## config.mk

```make
export PLATFORM = sky130hd
export DESIGN_NAME = vending_core_param
export DESIGN_NICKNAME = d
export VERILOG_FILES = /design/src/rtl/vending_core_param_pkg.sv /design/src/rtl/vending_core_param_change_picker.sv /design/src/rtl/vending_core_param.sv
export SDC_FILE = /design/constraint.sdc
export NUM_CORES = 1
export LEC_CHECK = 0
export ABC_AREA = 1
export CORE_MARGIN = 2
export CORE_UTILIZATION = 56
export CTS_CLUSTER_SIZE = 25
export DETAILED_ROUTE_END_ITERATION = 10
export DONT_BUFFER_PORTS = 1
export GPL_ROUTABILITY_DRIVEN = 0
export PLACE_DENSITY_LB_ADDON = 0.12
export SETUP_SLACK_MARGIN = 0.15
export SLEW_MARGIN = 20
export SYNTH_ARGS = -nofsm -noshare
export SYNTH_HDL_FRONTEND = slang
export SYNTH_SLANG_ARGS = --single-unit
```

## constraint.sdc

```tcl
create_clock -name clk -period 12.6 [get_ports clk]
set_input_delay 1.26 -clock clk [delete_from_list [all_inputs] [get_ports clk]]
set_output_delay 1.26 -clock clk [all_outputs]
set_load 0.1 [all_outputs]
```

## src/rtl/vending_core_param_pkg.sv

```systemverilog
// vending_core_param shared types and defaults
// FSM encoding and default price / coin tables
package vending_core_param_pkg;

  typedef enum logic [1:0] {
    S_IDLE   = 2'd0,
    S_ACTIVE = 2'd1,
    S_RETURN = 2'd2
  } state_t;

  localparam int DEF_NUM_ITEMS   = 4;
  localparam int DEF_NUM_COINS   = 3;
  localparam int DEF_TOTAL_BITS  = 31;
  localparam int DEF_WAIT_CYCLES = 100;

  localparam logic [127:0] DEF_ITEM_PRICE =
    {32'd2000, 32'd1000, 32'd500, 32'd400};
  localparam logic [95:0] DEF_COIN_VALUE =
    {32'd1000, 32'd500, 32'd100};

  function automatic int max_int(input int a, input int b);
    return (a > b) ? a : b;
  endfunction

endpackage

```

## src/rtl/vending_core_param_change_picker.sv

```systemverilog
// vending_core_param change picker
// Largest coin whose value fits in the balance
module vending_core_param_change_picker
  import vending_core_param_pkg::*;
#(
  parameter int NUM_COINS = DEF_NUM_COINS,
  parameter int BW        = DEF_TOTAL_BITS,
  parameter logic [NUM_COINS*32-1:0] COIN_VALUE = DEF_COIN_VALUE
) (
  input  logic [BW-1:0]        i_balance,
  output logic [NUM_COINS-1:0] o_coin,
  output logic [BW-1:0]        o_value
);

  localparam int CW = max_int(BW, 32) + 1;

  logic [CW-1:0] w_bal;
  logic [CW-1:0] w_cv;

  // values increase with index, so the last fitting coin wins
  always_comb begin
    o_coin  = '0;
    o_value = '0;
    w_bal   = CW'(i_balance);
    w_cv    = '0;
    for (int i = 0; i < NUM_COINS; i++) begin
      w_cv = CW'(COIN_VALUE[i*32 +: 32]);
      if (w_cv <= w_bal) begin
        o_coin    = '0;
        o_coin[i] = 1'b1;
        o_value   = BW'(w_cv);
      end
    end
  end

endmodule

```

## src/rtl/vending_core_param.sv

```systemverilog
// vending_core_param top
// Balance, inactivity timer, dispense and change payout
module vending_core_param
  import vending_core_param_pkg::*;
#(
  parameter int NUM_ITEMS   = DEF_NUM_ITEMS,
  parameter int NUM_COINS   = DEF_NUM_COINS,
  parameter int TOTAL_BITS  = DEF_TOTAL_BITS,
  parameter int WAIT_CYCLES = DEF_WAIT_CYCLES,
  parameter logic [NUM_ITEMS*32-1:0] ITEM_PRICE = DEF_ITEM_PRICE,
  parameter logic [NUM_COINS*32-1:0] COIN_VALUE = DEF_COIN_VALUE
) (
  input  logic                  clk,
  input  logic                  reset_n,
  input  logic [NUM_COINS-1:0]  i_input_coin,
  input  logic [NUM_ITEMS-1:0]  i_select_item,
  input  logic                  i_trigger_return,
  output logic [NUM_ITEMS-1:0]  o_available_item,
  output logic [NUM_ITEMS-1:0]  o_output_item,
  output logic [NUM_COINS-1:0]  o_return_coin,
  output logic [TOTAL_BITS-1:0] o_current_total,
  output logic                  o_coin_reject,
  output logic                  o_busy
);

  localparam int CNTW = $clog2(WAIT_CYCLES + 1);
  localparam int SW   = max_int(TOTAL_BITS, 32) + NUM_COINS + 1;
  localparam logic [SW-1:0] MAX_BAL =
    {{(SW-TOTAL_BITS){1'b0}}, {TOTAL_BITS{1'b1}}};
  localparam logic [CNTW-1:0] CNT_LOAD = CNTW'(WAIT_CYCLES);

  state_t r_state;
  state_t w_state_nxt;

  logic [TOTAL_BITS-1:0] r_bal;
  logic [TOTAL_BITS-1:0] w_bal_nxt;
  logic [CNTW-1:0]       r_cnt;
  logic [CNTW-1:0]       w_cnt_nxt;
  logic [NUM_ITEMS-1:0]  r_item;
  logic [NUM_ITEMS-1:0]  w_item_nxt;
  logic                  r_rej;
  logic                  w_rej_nxt;

  logic [SW-1:0]         w_bal_w;
  logic [SW-1:0]         w_sum;
  logic [SW-1:0]         w_price;
  logic [SW-1:0]         w_new;
  logic [NUM_ITEMS-1:0]  w_avail;
  logic [NUM_ITEMS-1:0]  w_sel;
  logic                  w_over;
  logic                  w_coin_ok;
  logic                  w_disp;
  logic [NUM_COINS-1:0]  w_pick;
  logic [TOTAL_BITS-1:0] w_pick_val;

  vending_core_param_change_picker #(
    .NUM_COINS  (NUM_COINS),
    .BW         (TOTAL_BITS),
    .COIN_VALUE (COIN_VALUE)
  ) u_picker (
    .i_balance (r_bal),
    .o_coin    (w_pick),
    .o_value   (w_pick_val)
  );

  assign w_bal_w   = SW'(r_bal);
  assign w_over    = (w_bal_w + w_sum) > MAX_BAL;
  assign w_coin_ok = (|i_input_coin) && !w_over;
  assign w_disp    = |w_sel;

  // total value of the coins presented this cycle
  always_comb begin
    w_sum = '0;
    for (int i = 0; i < NUM_COINS; i++) begin
      if (i_input_coin[i]) begin
        w_sum = w_sum + SW'(COIN_VALUE[i*32 +: 32]);
      end
    end
  end

  // affordability and lowest-index affordable selection
  always_comb begin
    w_avail = '0;
    w_sel   = '0;
    w_price = '0;
    for (int i = 0; i < NUM_ITEMS; i++) begin
      w_avail[i] = SW'(ITEM_PRICE[i*32 +: 32]) <= w_bal_w;
    end
    for (int i = 0; i < NUM_ITEMS; i++) begin
      if (i_select_item[i] && w_avail[i] && (w_sel == '0)) begin
        w_sel[i] = 1'b1;
        w_price  = SW'(ITEM_PRICE[i*32 +: 32]);
      end
    end
  end

  // next state, balance, timer and registered pulses
  always_comb begin
    w_state_nxt = r_state;
    w_bal_nxt   = r_bal;
    w_cnt_nxt   = r_cnt;
    w_item_nxt  = '0;
    w_rej_nxt   = 1'b0;
    w_new       = '0;
    unique case (r_state)
      S_IDLE, S_ACTIVE: begin
        w_rej_nxt  = (|i_input_coin) && w_over;
        w_item_nxt = w_sel;
        w_new      = w_bal_w + (w_coin_ok ? w_sum : '0) - w_price;
        w_bal_nxt  = w_new[TOTAL_BITS-1:0];
        if (w_coin_ok || w_disp) begin
          w_cnt_nxt = CNT_LOAD;
        end else if ((r_state == S_ACTIVE) && (r_cnt != '0)) begin
          w_cnt_nxt = r_cnt - CNTW'(1);
        end
        if (w_new == '0) begin
          w_state_nxt = S_IDLE;
          w_cnt_nxt   = CNT_LOAD;
        end else if ((r_state == S_ACTIVE) &&
                     (i_trigger_return ||
                      (!w_coin_ok && !w_disp &&
                       (r_cnt <= CNTW'(1))))) begin
          w_state_nxt = S_RETURN;
        end else begin
          w_state_nxt = S_ACTIVE;
        end
      end
      S_RETURN: begin
        if ((w_pick == '0) || (r_bal == w_pick_val)) begin
          w_bal_nxt   = '0;
          w_state_nxt = S_IDLE;
          w_cnt_nxt   = CNT_LOAD;
        end else begin
          w_bal_nxt = r_bal - w_pick_val;
        end
      end
      default: begin
        w_state_nxt = S_IDLE;
        w_bal_nxt   = '0;
        w_cnt_nxt   = CNT_LOAD;
      end
    endcase
  end

  // state and output registers, synchronous reset
  always_ff @(posedge clk) begin
    if (!reset_n) begin
      r_state <= S_IDLE;
      r_bal   <= '0;
      r_cnt   <= CNT_LOAD;
      r_item  <= '0;
      r_rej   <= 1'b0;
    end else begin
      r_state <= w_state_nxt;
      r_bal   <= w_bal_nxt;
      r_cnt   <= w_cnt_nxt;
      r_item  <= w_item_nxt;
      r_rej   <= w_rej_nxt;
    end
  end

  assign o_busy           = (r_state == S_RETURN);
  assign o_return_coin    = o_busy ? w_pick : '0;
  assign o_available_item = w_avail;
  assign o_output_item    = r_item;
  assign o_current_total  = r_bal;
  assign o_coin_reject    = r_rej;

endmodule
```

==> results of run 1 <==
[per-stage QoR]
stage | cell area, µm² | hold WS, ns | setup WS (ns) | utilization (%) | instances
floorplan | 6950 | 0.464 | 5.86 | - | 1177
global placement | 7310 | 0.492 | 5.94 | 60.6 | 1352
detailed placement | 7310 | 0.490 | 5.81 | 60.6 | 1352
CTS | 7460 | 0.502 | 5.81 | 61.8 | 1360
global route | 7460 | 0.544 | 5.34 | 61.8 | 1360
finish | 7460 | 0.499 | 5.67 | 61.8 | 1360
[layer usage]
metal / GRT usage [%] / wire length [µm] / up-vias / part of all wire [%]
li1: - / - / 3701 / -
met1: 47.2 / 9870 / 3274 / 47
met2: 49.8 / 8680 / 275 / 42
met3: 5.44 / 2040 / 21 / 9.8
met4: 5.46 / 221 / 0 / 1.1
met5: 0 / 0 / - / 0
[cell usage after synthesis (all sizes together) (3+ instances only)]
master,number
o22ai,14
xor2,24
clkbuf,10
nand3b,3
o21bai,7
nand2,337
nor2,153
xnor2,10
a31oi,3
nor3,19
fa,10
o21ai,27
or2,4
a21oi,56
clkinv,3
dfxtp,45
ha,88
buf,5
nor4,10
inv,236
and2,3
nand3,74
nand4,23
[state kept, by name, indices dropped and copies added, names as in the netlist]
| name | cells |
|---|---|
| o_coin_reject | 1 |
| o_current_total | 31 |
| r_cnt | 7 |
| o_output_item | 4 |
| r_state | 2 |
[worst max-delay path: cells and delay by family, from the launching register on]
kind	cells	cell delay [ns]
XOR/XNOR	1	0.29
adder cells (fa/ha/maj)	3	1.03
buffers and inverters	3	0.42
flip-flops	1	1.06
AND/OR/NAND/NOR	22	4.01
[worst min path at each step]
| stage | from | endpoint | slack, ns | cells after the start |
|---|---|---|---|---|
| after global routing | r_cnt[6] | r_cnt[6] | 0.54 | 2 |
| after global placement | r_cnt[6] | r_cnt[6] | 0.49 | 2 |
| final | r_cnt[6] | r_cnt[6] | 0.50 | 2 |
| after CTS | r_cnt[6] | r_cnt[6] | 0.50 | 2 |
| after floorplan | r_cnt[6] | r_cnt[6] | 0.46 | 2 |
| after detailed placement | r_cnt[6] | r_cnt[6] | 0.49 | 2 |
[final cells by class]
class | instances | area, µm² | area share (%)
Tap cell | 168 | 210 | 2.82
Timing Repair Buffer | 22 | 203 | 2.72
Clock inverter | 3 | 21.3 | 0.285
Clock buffer | 5 | 125 | 1.68
Inverter | 239 | 897 | 12.0
Sequential cell | 45 | 903 | 12.1
Multi-Input combinational cell | 878 | 5100 | 68.4
[cell families (layout without fill, tap and decap cells)]
| logic type | Yosys count | count (layout) | synth area share [%] |
|---|---|---|---|
| buffers and inverters | 254 | 269 | 13.9 |
| AOI/OAI and AO/OA | 117 | 117 | 9.63 |
| and+or+nand+nor | 629 | 629 | 40.4 |
| xor gates and xnor gates | 34 | 34 | 4.39 |
| adders and majority gates | 98 | 98 | 18.7 |
| DFF | 45 | 45 | 13.0 |
==> results.yml, run 1 <==
status:
  status: "finished clean"
die:
  fp.coreArea_mm2: 0.0121
  pin_count: 54
  start_util_pct: 57.6
  die_w_um: 115
  rows: 40
  die-area_mm2: 0.0133
  die_y_um: 115
layout:
  layout_commonest_cell: "nand2_1"
  drive_gt1_share_pct: 7.63
  area_growth_pct: 7.29
  final_cell_mix: "322 x nand2_1, 229 x inv_1, 141 x nor2_1"
  diodes: 0
  fillCellCount: 1199
  nets: 1299
synth:
  synth_top_cell_area_share_pct: 17.4
  synth-edff-count: 0
  synthArstFlopShare_pct: 0
  seq_area_frac_synth_pct: 13.0
  yosysWarnings: 0
  synth_area_leaders: "nand2_1 17%, ha_1 16%, dfxtp_1 13%"
  synthCells: 1177
  synth_area_leader_cell: "nand2_1"
  synthesis.area_mm2: 0.00695
  synth_ff_type: "dfxtp_1"
  ys_types: 48
  synth-seq-cells: 45
  synth_fp_nets: 1285
  synth_area_per_cell_um2: 5.91
critical_path:
  rrSetupSlack_ns: 5.67
  worstSetupPathType: "reg2reg"
  r2r-start: "o_current_total[12]"
  endpoint: "r_cnt[1]"
  start_kind: "flop"
  cpPeakStageDelay_ns: 1.06
  crit_path_start: "o_current_total[12]"
  cp.arrival_ns: 7.12
  critical_path.max_fanout: 8
  reg2reg_depth: 29
  crit_required_ns: 12.79
  crit_path_frequent_cell: "nor2_1"
  slowest_stage: "dfxtp_1"
  r2r_end: "r_cnt[1]"
  worstSetupEndpointType: "flop"
timing:
  skew_ns: 0.00380
  tightest_slew_ns: 1.16
  fin_crit_ns: 6.93
  rsz0062_at_grt: "false"
  period_share_pct: 55.0
  final_hold_viol_count: 0
  setup-tns-final_ns: 0
  fmax_ghz: 0.144
  slew-limit-headroom_pct: 22.9
  setup_violations: 0
  drv_slew: 0
clock_network:
  clockBufferDepth: 2
  insertion_delay_ns: 0.29
  cts_tree: "built"
  cts-root-buf: "clkbuf_16"
  cts_max_level: 2
  cts_buffers: 5
  cts_resized: 0
  clkSlewWorstSetupHoldPaths_ns: 0.07
  hold_buffers: 0
  cts.sinks: 45
  cts_setup_buffers: 0
detailed_routing:
  first_iter_violations: 867
  vias: 7271
  vias_per_cell: 5.35
  drc: 0
  routed_wl_um: 20800
  wl_per_cell_um: 15.3
  firstDrtPassIters: 5
  final_antenna_net_count: 0
global_routing:
  antenna_found_initial: 0
  grt_usage_pct: 32.1
  overflow: 0
  grt_max_degree: 33
  grt_pass1_wl_um: 33300
  grt_pass1_vias: 6708
placement:
  place_hpwl_um: 17400
  port_buffers: 0
hold_path:
  hold_class: "reg2reg"
job:
  cap_violations: 0
Power of run 1 is not shown: default switching activity piles up to over one toggle a cycle in this logic, so the estimate is an artifact.
==> inputs of run 2 (changes only) <==
clock period = 6.8 ns   (was 12.6 ns; I/O delays follow)
==> run 2 against run 1 <==
Net effect:
- maximum frequency grew 21%
- worst setup slack lost 4.6 ns
- global-route usage grew 0.46 points
- wire length grew 2.2%
- flip-flop and latch count is the same
- cell area grew 1.9%
- cell count grew 1.3%
- count of clock-buffer cells in the layout grew 2
- first-iteration DRC count shrank 29%
- sequential share of layout area shrank 0.26 points
- critical path depth grew 5
- die area is the same
- critical path type unchanged
- largest cell class unchanged
==> results.yml, run 2 (synthesized netlist as in run 1, its figures left out) <==
critical_path:
  critical_path.max_fanout: 8
  worstSetupEndpointType: "flop"
  crit_path_frequent_cell: "nand2_1"
  cp.arrival_ns: 5.92
  crit_required_ns: 6.99
  start_kind: "flop"
  worstSetupPathType: "reg2reg"
  slowest_stage: "fa_1"
  cpPeakStageDelay_ns: 0.51
placement:
  place_area_mm2: 0.00744
  port_buffers: 0
  place_hpwl_um: 17600
timing:
  rsz0062_at_grt: "false"
  final_hold_viol_count: 0
  slew-limit-headroom_pct: 24.8
  fin_crit_ns: 5.72
  skew_ns: 0.00664
  fmax_ghz: 0.175
  setup-tns-final_ns: 0
  setup_violations: 0
  drv_slew: 0
  period_share_pct: 84.2
  tightest_slew_ns: 1.13
detailed_routing:
  firstDrtPassIters: 5
  routed_wl_um: 21300
  wl_per_cell_um: 15.5
  vias: 7381
  final_antenna_net_count: 0
  vias_per_cell: 5.36
  drc: 0
  first_iter_violations: 612
layout:
  diodes: 0
  design_area_mm2: 0.00760
  area_growth_pct: 9.31
  drive_gt1_share_pct: 8.77
  final_cell_mix: "322 x nand2_1, 230 x inv_1, 141 x nor2_1"
  fin_util_pct: 63.0
  layout_commonest_cell: "nand2_1"
  largest_reg_flops: 31
  nets: 1316
global_routing:
  grt_max_degree: 33
  grt_pass1_vias: 6624
  grt_pass1_wl_um: 33700
  overflow: 0
  antenna_found_initial: 0
  grt_usage_pct: 32.5
clock_network:
  insertion_delay_ns: 0.30
  cts_buffers: 5
  cts_max_level: 2
  clockBufferDepth: 2
  cts_setup_buffers: 0
  clkSlewWorstSetupHoldPaths_ns: 0.07
  cts.sinks: 45
  cts-root-buf: "clkbuf_16"
  hold_buffers: 0
  cts_resized: 0
  cts_tree: "built"
hold_path:
  hold_class: "in2reg"
die:
  die_y_um: 115
  start_util_pct: 57.6
  pin_count: 54
  die-area_mm2: 0.0133
  rows: 40
  fp.coreArea_mm2: 0.0121
  die_w_um: 115
job:
  cap_violations: 0
status:
  status: "finished clean"
-- run 2: cell count changes in the layout (fill, tap and decap cells not counted), sizes merged --
cell	before	now
buf	21	38
clkinvlp	1	0
clkinv	5	3
inv	236	237
clkbuf	6	8
-- run 2: cell type report --
type,instances,area [µm²]
multi-input combinational,878,5100
fill,1194,4460
sequential,45,901
inverter,239,897
timing repair buffer,39,330
tap,168,210
clock buffer,7,153
clock inverter,1,8.76
-- run 2: worst paths after layout --
kind,start,endpoint,slack [ns],cells past startpoint
max,o_current_total[27],r_cnt[1],1.08,34
min reg2reg,r_cnt[6],r_cnt[6],0.50,2
max reg2reg,o_current_total[27],r_cnt[1],1.08,34
min,reset_n,r_cnt[6],0.47,1
-- run 2: metrics by stage --
step | hold WS, ns | instances | worst slack (ns)
floorplan | 0.464 | 1177 | 0.636
global placement | 0.495 | 1369 | 1.19
detailed placement | 0.491 | 1369 | 1.18
CTS | 0.465 | 1377 | 1.20
global route | 0.465 | 1377 | 0.706
finish | 0.469 | 1377 | 1.08
-- run 2: critical path: cells and delay by family (launching register included) --
kind	cells	cell delay, ns
XOR/XNOR	1	0.36
adder cells (fa/ha/maj)	3	1.10
AND/OR/NAND/NOR	22	2.72
flip-flops	1	0.30
buffers and inverters	8	1.14
-- run 2: metal layers --
layer	wire length, µm	part of all wire, %	track usage (%)	vias up
met5	0	0	0	-
met1	9900	47	47.6	3292
li1	-	-	-	3733
met4	503	2.4	8.92	0
met2	8700	41	48.6	316
met3	2180	10	6.33	40
Power of run 2 is left out for the same reason.
